### config.mk
export PLATFORM = sky130hd
export DESIGN_NAME = mem_bus_arbiter
export DESIGN_NICKNAME = d
export VERILOG_FILES = /design/src/rtl/mem_bus_arbiter.sv
export SDC_FILE = /design/constraint.sdc
export NUM_CORES = 1
export LEC_CHECK = 0
export ABC_CLOCK_PERIOD_IN_PS = 4700
export CAP_MARGIN = 20
export CELL_PAD_IN_SITES_DETAIL_PLACEMENT = 1
export CELL_PAD_IN_SITES_GLOBAL_PLACEMENT = 2
export CORE_MARGIN = 8
export CORE_UTILIZATION = 20
export CTS_CLUSTER_SIZE = 24
export DETAILED_ROUTE_END_ITERATION = 8
export GPL_TIMING_DRIVEN = 0
export HOLD_SLACK_MARGIN = 0.15
export PLACE_DENSITY = 0.81
export SYNTH_ARGS = -nofsm -noshare
export SYNTH_HDL_FRONTEND = slang
export SYNTH_SLANG_ARGS = --single-unit
### constraint.sdc
create_clock -name clk -period 4.7 [get_ports clk]
set_input_delay 0.705 -clock clk [delete_from_list [all_inputs] [get_ports clk]]
set_output_delay 0.705 -clock clk [all_outputs]
set_load 0.02 [all_outputs]
### src/rtl/mem_bus_arbiter.sv
// rtl/mem_bus_arbiter.sv - two-requester memory port arbiter (fetch vs data)
//
// Shares one memory port between instruction fetch and data accesses.
// One transaction in flight at a time; data wins arbitration unless fetch has
// been passed over STREAK_MAX times in a row while it was waiting.
//
// Ports
//   clk, reset                      clock (rising edge), async active-high reset
//   i_valid/i_addr                  fetch request (held until i_addr_ok)
//   i_addr_ok/i_data_ok/i_data      fetch accept, completion, read data
//   d_valid/d_addr/d_size/
//   d_strobe/d_wdata                data request (strobe==0 means read)
//   d_addr_ok/d_data_ok/d_data      data accept, completion, read data
//   m_valid/m_is_write/m_addr/
//   m_size/m_strobe/m_wdata         memory request towards the bus
//   m_addr_ok/m_data_ok/m_rdata     memory accept, completion, read data
//   grant_d                         1 = current/last grant went to data
module mem_bus_arbiter #(
    parameter int STREAK_MAX = 4
) (
    input  logic        clk,
    input  logic        reset,
    input  logic        i_valid,
    input  logic [31:0] i_addr,
    output logic        i_addr_ok,
    output logic        i_data_ok,
    output logic [31:0] i_data,
    input  logic        d_valid,
    input  logic [31:0] d_addr,
    input  logic [2:0]  d_size,
    input  logic [3:0]  d_strobe,
    input  logic [31:0] d_wdata,
    output logic        d_addr_ok,
    output logic        d_data_ok,
    output logic [31:0] d_data,
    output logic        m_valid,
    output logic        m_is_write,
    output logic [31:0] m_addr,
    output logic [2:0]  m_size,
    output logic [3:0]  m_strobe,
    output logic [31:0] m_wdata,
    input  logic        m_addr_ok,
    input  logic        m_data_ok,
    input  logic [31:0] m_rdata,
    output logic        grant_d
);

    localparam int SW = $clog2(STREAK_MAX + 1);
    localparam logic [SW-1:0] STREAK_TOP = SW'(STREAK_MAX);

    typedef enum logic [1:0] {
        IDLE = 2'd0,
        REQ  = 2'd1,
        DATA = 2'd2
    } state_t;

    state_t        state;
    state_t        state_next;
    logic [SW-1:0] streak;
    logic          take_d;
    logic          take_i;
    logic          accept;
    logic          done;

    always_ff @(posedge clk or posedge reset) begin
        if (reset) begin
            state <= IDLE;
        end else begin
            state <= state_next;
        end
    end

    always_comb begin
        state_next = state;
        take_d     = 1'b0;
        take_i     = 1'b0;
        accept     = 1'b0;
        done       = 1'b0;
        case (state)
            IDLE: begin
                // Data normally wins; a saturated streak hands the port to a waiting fetch.
                if (d_valid && !(i_valid && streak == STREAK_TOP)) begin
                    take_d = 1'b1;
                end else if (i_valid) begin
                    take_i = 1'b1;
                end
                if (take_d || take_i) begin
                    state_next = REQ;
                end
            end
            REQ: begin
                if (m_addr_ok) begin
                    accept = 1'b1;
                    // Memory may accept and complete in the same cycle.
                    if (m_data_ok) begin
                        done       = 1'b1;
                        state_next = IDLE;
                    end else begin
                        state_next = DATA;
                    end
                end
            end
            DATA: begin
                if (m_data_ok) begin
                    done       = 1'b1;
                    state_next = IDLE;
                end
            end
            default: state_next = IDLE;
        endcase
    end

    always_ff @(posedge clk or posedge reset) begin
        if (reset) begin
            streak     <= '0;
            grant_d    <= 1'b0;
            m_is_write <= 1'b0;
            m_addr     <= '0;
            m_size     <= '0;
            m_strobe   <= '0;
            m_wdata    <= '0;
        end else if (take_d) begin
            grant_d    <= 1'b1;
            m_is_write <= |d_strobe;
            m_addr     <= d_addr;
            m_size     <= d_size;
            m_strobe   <= d_strobe;
            m_wdata    <= d_wdata;
            // Only data grants that make fetch wait count towards the streak.
            if (i_valid && streak != STREAK_TOP) begin
                streak <= streak + 1'b1;
            end
        end else if (take_i) begin
            grant_d    <= 1'b0;
            m_is_write <= 1'b0;
            m_addr     <= i_addr;
            m_size     <= 3'b010;
            m_strobe   <= '0;
            m_wdata    <= '0;
            streak     <= '0;
        end
    end

    assign m_valid   = (state == REQ);

    assign i_addr_ok = accept && !grant_d;
    assign d_addr_ok = accept && grant_d;
    assign i_data_ok = done && !grant_d;
    assign d_data_ok = done && grant_d;
    assign i_data    = i_data_ok ? m_rdata : 32'h0;
    assign d_data    = d_data_ok ? m_rdata : 32'h0;

endmodule
Word level (Yosys, flattened, before mapping)
Cells that the tools add are included.

$add $sub $neg: 1. Equality and inequality tests: 8. Reduce and logical (&&, ||, !) cells: 15. Mux-type cells: 33.

Operator list (count): two-way mux 32 bit (6); two-way mux 3 bit (5); two-way mux 1 bit (14); two-way mux 2 bit (4); two-way mux 4 bit (2); logical AND 1 bit (7); one-hot mux 2 bit (3 select lines) (1); inequality test 2 x 1 -> 1 bit (second input constant) (2); inequality test 2 bit (second input constant) (2); OR reduction 4 bit (1); adder 3 x 1 -> 3 bit (second input constant) (1); == test 3 bit (second input constant) (1); inequality test 3 bit (second input constant) (1); AND reduction 3 bit (1); == test 2 x 1 -> 1 bit (second input constant) (1); == test 2 bit (second input constant) (1); zero test 1 bit (2); zero test 2 bit (1); one-hot mux 1 bit (2 select lines) (1); AND reduction 2 bit (1); nonzero test 2 bit (1); logical OR 1 bit (1).

Output and inout port bits: 142. Flip-flop bits (word level): 78. Input bits: 141. Logic and storage cells: 65.

Longest topological paths before layout
Gate-level depths: netlist of run 1.

Word-level depth: 9. Gate-level depth with buffers: 8. Mapped depth without buffers: 5.

Worst setup path after synthesis of run 1
OpenSTA, ideal clock, no wires.

Path kind: reg-to-output. From: register state[1]. To: output i_data[22]. Slack: 2.167 ns. Required time: 3.995 ns. Data arrival time: 1.828 ns. Buffers on the path: 1. Cell stages (with the launch flop): 7. Path through: dfrtp_1 > inv_1 > ha_1 > a21oi_1 > nor3_2 > clkbuf_1 > and2_1.

Word-level cells in the longest chain between the ends: 4. Elaborated cells on any way between the ends: 5. Classes of those cells: eq/ne (2); mux (2); reduce/logical (1).

RTL lines: start: declaration (line 57) `state_t state;`; start signal: assignment (line 69) `state <= state_next;`; == test 2 x 1 -> 1 bit; net m_valid (line 36) `output logic m_valid,`; one-hot mux 1 bit (2 select lines) (line 79) `case (state)`; logical AND 1 bit (line 148) `assign i_data_ok = done && !grant_d;`; net i_data_ok (line 26) `output logic i_data_ok,`; two-way mux 32 bit (line 150) `assign i_data = i_data_ok ? m_rdata : 32'h0;`; end: declaration (line 27) `output logic [31:0] i_data,`.

The timed path passes the listed nets, and every way through them passes these cells.

Worst setup path after layout of run 1
From: input m_addr_ok. To: output d_data[19].

Word-level cells in the longest chain between the ends: 4.

RTL lines: start: declaration (line 42) `input logic m_addr_ok,`; two-way mux 1 bit (line 92) `if (m_addr_ok) begin`; one-hot mux 1 bit (2 select lines) (line 79); logical AND 1 bit (line 149) `assign d_data_ok = done && grant_d;`; two-way mux 32 bit (line 151) `assign d_data = d_data_ok ? m_rdata : 32'h0;`; end: declaration (line 35) `output logic [31:0] d_data,`.

Every way passes these cells.

==> results.toml, run 1 <==
[setup_path]
crit_fanout = 10
crit_top_cell = "clkdlybuf4s50_1"
slowest_stage = "clkdlybuf4s50_1"
endpoint_kind = "output pin"
cp.required_ps = 3990
worst-path-buf-inv = 3
cp_top_family = "buffers and inverters"
worstSetupPathType = "in -> out"
worstPathArrival_ps = 3080
cp_cell_sequence = "clkdlybuf4s50_1, a21oi_1, nor3b_2, clkbuf_1, and2_1, clkdlybuf4s50_1"
setup.worst_path.start_class = "input pin"
cp_slowest_stage_delay_ps = 630

[timing]
fmaxAchievable_ghz = 0.264
setup_ws_ps = 917
relSlewSlack_pct = 63.3
setup_viol = 0
hold_ws_ps = 480
tns_ps = 0
worstMarginPinSlew_ps = 551
slew_viol_final = 0
hold_viol_final = 0
clock_skew_ps = 5.08
fin_crit_ps = 3780
grt_setup_unrepaired = "no"
period_share_pct = 80.5

[route]
viasPerCell = 4.48
totalWireLength_um = 19800
dr.first_iter.drc_count = 111
drc = 0
via_count = 4292
ant_nets = 0
wire_per_inst_um = 20.7
dr.pass1.iters = 4

[die]
initial_core_util_pct = 20.5
num_rows = 51
core_area_mm2 = 0.0195
die_h_um = 157
die_area_mm2 = 0.0248
io_pins = 283
die_x_um = 157

[synthesis]
syn_area_mm2 = 0.00400
async_flop_share_pct = 100
postSynthCellCount = 396
synth.avg_cell_area_um2 = 10.1
syn-num-nets = 543
ys.flop_type = "dfrtp_1"
yosysSeqAreaShare_pct = 48.8
synthDistinctLibCells = 35
synth_warnings = 0
synth_edf_count = 0
synth-seq-cells = 78

[clock_tree]
clock_latency_ps = 330
clockRootBuffer = "clkbuf_16"
post_cts_buffers = 0
cts-resized-gates = 0
numCtsBuffers = 9
cts_buffer_depth = 2
clock-sinks = 78
htreeDepth = 3
holdBufCountCts = 0
path_clk_slew_ps = 60
tritoncts = "done"

[placement]
placed_area_mm2 = 0.00716
dp.cells = 943
gp_congestion = 0.858
pre_cts_slack_ps = 849
dpl.hpwl_um = 15900
port_buffers = 281

[final_layout]
fin_util_pct = 38.2
layout.cells.non_filler = 959
fin_area_mm2 = 0.00746
antenna_cells = 0
layout.nets = 836
syn_to_final_growth_pct = 86.8
drive_gt1_share_pct = 6.63

[job]
drv_cap = 0

[grt]
globalRouteTotalUtil_pct = 15.4
grtUsageMet1_pct = 15.8
grt_first_pass_wirelength_um = 29600
met2_usage_pct = 27.8
use_met3_pct = 7.51
globalRouteOverflowTotal = 0
grt_pass1_vias = 5037
busiest_layer = "met2"
antenna_found_initial = 2
grt_max_degree = 41

[power_and_ir_drop]
ir_worst_vdd_mv = 0.171
power_leakage_nw = 3.05
power_density_mw_per_mm2 = 544
total_power_mw = 4.06

[run_status]
outcome = "finished clean"

[hold_path]
min_path_type = "reg -> reg"
cell families after synthesis:
| family | after synthesis | synth area share, % |
|---|---|---|
| flops | 78 | 48.8 |
| mux | 1 | 0.282 |
| buf+inv | 45 | 5.70 |
| simple gates | 152 | 22.8 |
| compound gates | 114 | 20.5 |
| fa+ha+maj | 6 | 1.88 |
layout make-up:
| type | count | area [um^2] |
|---|---|---|
| Buffer | 38 | 201 |
| Clock buffer | 11 | 243 |
| Clock inverter | 5 | 58.8 |
| Fill cell | 2219 | 12100 |
| Inverter | 7 | 28.8 |
| Multi-Input combinational cell | 273 | 1820 |
| Sequential cell | 78 | 1950 |
| Tap cell | 265 | 332 |
| Timing Repair Buffer | 282 | 2830 |
state kept, by name, summed over array words and instances (netlist names):
name / flops
m_addr: 32
m_wdata: 32
m_strobe: 4
m_size: 3
streak: 3
state: 2
grant_d: 1
m_is_write: 1
path summary, 6_finish.rpt:
kind	slack [ps]	to	from	cells after the start
setup / recovery	920	d_data[19]	m_addr_ok	6
setup reg to reg	2820	m_addr[19]$_DFFE_PP0P_	state[1]$_DFFE_PP0P_	7
hold / removal	480	m_addr[8]$_DFFE_PP0P_	m_addr[8]$_DFFE_PP0P_	2
max in group asynchronous	3320	m_addr[24]$_DFFE_PP0P_	reset	3
hold reg to reg	480	m_addr[8]$_DFFE_PP0P_	m_addr[8]$_DFFE_PP0P_	2
min in group asynchronous	770	m_wdata[19]$_DFFE_PP0P_	reset	2
worst register-to-register path: stages (launching register included):
cell and delay [ps]:
dfrtp_1 400, inv_1 100, ha_1 250, o21ai_2 210, buf_2 340, buf_2 320
nand2_1 90, o31ai_1 70
power breakdown:
| group | total (mW) | internal, mW | switching [mW] |
|---|---|---|---|
| combinational | 2.20 | 1.04 | 1.16 |
| sequential | 1.15 | 0.969 | 0.183 |
| clock | 0.713 | 0.426 | 0.287 |
routing by layer:
| layer | wire length [um] | part of all wire (%) |
|---|---|---|
| met1 | 7500 | 38 |
| met2 | 9880 | 50 |
| met3 | 2200 | 11 |
| met4 | 234 | 1.2 |
| met5 | 20 | 0.10 |
cells in the mapped netlist (all sizes together), types with 3 or more instances:
cell     n  share of area [%]
nor3b   34                6.5
nor3     3               0.50
a21oi   33                4.1
buf     25                3.8
and2    66                 10
dfrtp   78                 49
a22o    39                8.5
o21ai    3               0.47
clkbuf  13                1.2
nand2   38                3.6
inv      7               0.66
o31ai   32                6.0
ha       6                1.9
cell usage in the layout, fill, tap and decap left out, types with 5 or more instances in the layout:
| cell | count |
|---|---|
| a21oi_1 | 33 |
| dfrtp_1 | 78 |
| nor3b_1 | 33 |
| clkbuf_1 | 14 |
| ha_1 | 6 |
| clkbuf_16 | 9 |
| inv_1 | 6 |
| and2_1 | 65 |
| o31ai_1 | 32 |
| a22o_1 | 39 |
| buf_6 | 5 |
| buf_2 | 17 |
| nand2_1 | 38 |
| clkdlybuf4s50_1 | 281 |
(Power assumes the default switching activity.)
==> run 2: changes to the inputs <==
==> config.mk (replaced) <==
export PLATFORM = sky130hd
export DESIGN_NAME = mem_bus_arbiter
export DESIGN_NICKNAME = d
export VERILOG_FILES = /design/src/rtl/mem_bus_arbiter.sv
export SDC_FILE = /design/constraint.sdc
export NUM_CORES = 1
export LEC_CHECK = 0
export ABC_CLOCK_PERIOD_IN_PS = 3700
export CAP_MARGIN = 20
export CELL_PAD_IN_SITES_DETAIL_PLACEMENT = 1
export CELL_PAD_IN_SITES_GLOBAL_PLACEMENT = 2
export CORE_MARGIN = 8
export CORE_UTILIZATION = 19
export CTS_CLUSTER_SIZE = 24
export DETAILED_ROUTE_END_ITERATION = 8
export GPL_TIMING_DRIVEN = 0
export HOLD_SLACK_MARGIN = 0.15
export PLACE_DENSITY = 0.77
export SYNTH_ARGS = -nofsm -noshare
export SYNTH_HDL_FRONTEND = slang
export SYNTH_SLANG_ARGS = --single-unit
==> constraint.sdc (replaced) <==
create_clock -name clk -period 3.7 [get_ports clk]
set_input_delay 0.555 -clock clk [delete_from_list [all_inputs] [get_ports clk]]
set_output_delay 0.555 -clock clk [all_outputs]
set_load 0.02 [all_outputs]
==> results.toml, run 2 (same netlist as run 1, synthesis figures left out) <==
[clock_tree]
path_clk_slew_ps = 60
cts_buffer_depth = 2
post_cts_buffers = 0
numCtsBuffers = 9
holdBufCountCts = 0
cts-resized-gates = 0
htreeDepth = 3
clock-sinks = 78
tritoncts = "done"
clock_latency_ps = 340
clockRootBuffer = "clkbuf_16"

[grt]
antenna_found_initial = 1
grt_pass1_vias = 4976
grt_first_pass_wirelength_um = 30000
grt_max_degree = 41
globalRouteOverflowTotal = 0
globalRouteTotalUtil_pct = 14.7

[route]
via_count = 4284
viasPerCell = 4.42
totalWireLength_um = 19400
dr.first_iter.drc_count = 116
dr.pass1.iters = 4
drc = 0
ant_nets = 0
wire_per_inst_um = 20.0

[final_layout]
fin_area_mm2 = 0.00749
fillers = 2384
drive_gt1_share_pct = 6.77
final_cell_mix = "clkdlybuf4s50_1 (281), dfrtp_1 (78), and2_1 (65), a22o_1 (39), nand2_1 (38)"
antenna_cells = 0
layout.nets = 836
top_regs = "m_addr: 32 flops, m_wdata: 32 flops, m_strobe: 4 flops"
syn_to_final_growth_pct = 87.4
final_common_cell = "clkdlybuf4s50_1"

[run_status]
outcome = "finished clean"

[setup_path]
endpoint_kind = "output pin"
slowest_stage = "clkdlybuf4s50_1"
cp_cell_sequence = "inv_1, ha_1, a21oi_1, nor3b_2, clkbuf_1, and2_1, clkdlybuf4s50_1"
worstSetupStartpoint = "state[1]$_DFFE_PP0P_"
r2r_setup_slack_ps = 1830
cp_slowest_stage_delay_ps = 620
reg2reg_depth = 7
worstSetupPathType = "reg -> out"
setup.worst_path.start_class = "register"
cp.required_ps = 3140
crit_fanout = 10
worstPathArrival_ps = 2850
r2r-end = "m_addr[11]$_DFFE_PP0P_"
reg2reg_from = "state[1]$_DFFE_PP0P_"

[hold_path]
hold_depth = 2
min_from = "m_addr[14]$_DFFE_PP0P_"
hold_path_end = "m_addr[14]$_DFFE_PP0P_"
min_path_type = "reg -> reg"

[die]
die_h_um = 161
die_x_um = 161
num_rows = 53
io_pins = 283
initial_core_util_pct = 19.2
die_area_mm2 = 0.0259
core_area_mm2 = 0.0208

[power_and_ir_drop]
total_power_mw = 5.16
power_leakage_nw = 3.06
ir_worst_vdd_mv = 0.191
power_density_mw_per_mm2 = 689

[placement]
placed_area_mm2 = 0.00718
gp_congestion = 0.899
pre_cts_slack_ps = 304
port_buffers = 281
dpl.hpwl_um = 15600

[timing]
fmaxAchievable_ghz = 0.293
fin_crit_ps = 3410
setup_ws_ps = 292
hold_viol_final = 0
setup_viol = 0
period_share_pct = 92.1
relSlewSlack_pct = 61.2
worstMarginPinSlew_ps = 581
clock_skew_ps = 6.26
slew_viol_final = 0
grt_setup_unrepaired = "no"

[job]
drv_cap = 0
## run 2: cell count changes in the layout (fill, tap and decap cells not counted), sizes merged
cell	before	now
clkbuf	24	23
clkinvlp	2	1
inv	7	9
## run 2: metal layers
layer	global-route usage, %	vias to the layer above	routed length [um]
li1	-	1985	-
met1	16.4	2080	7800
met2	25.8	204	9640
met3	5.60	13	1780
met4	3.37	2	176
met5	0	-	13
## run 2: how the worst max path moves through the flow
stage               slack [ps]  cells past startpoint                     end
floorplan                 1150                      1     grant_d$_DFFE_PP0P_
global placement          -280                      2  m_addr[27]$_DFFE_PP0P_
detailed placement         300                      6              d_data[10]
CTS                        250                      7              d_data[10]
global route               130                      7              i_data[28]
finish                     290                      7              d_data[10]
## run 2: layout make-up
cell class | count | area [um^2] | area share, %
clock buffer | 10 | 239 | 3.19
inverter | 7 | 28.8 | 0.384
multi-input combinational | 273 | 1820 | 24.3
timing repair buffer | 282 | 2840 | 37.9
sequential | 78 | 1950 | 26.1
clock inverter | 6 | 68.8 | 0.919
buffer | 38 | 201 | 2.69
tap | 275 | 344 | 4.59
## run 2: worst max-delay path: cells and delay by family, from the launching register on
kind | cells | cell delay (ps)
adder cells (fa/ha/maj) | 1 | 270
AO/OA/AOI/OAI | 1 | 140
buffers and inverters | 3 | 1070
AND/OR/NAND/NOR | 2 | 610
flip-flops | 1 | 420
## run 2: power breakdown
part | total (mW) | internal, mW | leakage, nW | switching, mW
clock network | 0.925 | 0.546 | 0.149 | 0.379
registers | 1.46 | 1.23 | 0.983 | 0.226
logic | 2.78 | 1.32 | 1.93 | 1.47
## run 2: metrics by stage
stage          setup TNS, ps  hold WS [ps]  cells  utilization [%]
6_report                   0           480    969             36.0
5_1_grt                    0           510    969             36.0
4_1_cts                    0           484    969             36.0
3_5_place_dp               0           471    953             34.5
3_3_place_gp          -21590           462    952             34.4
2_1_floorplan              0           475    396                -
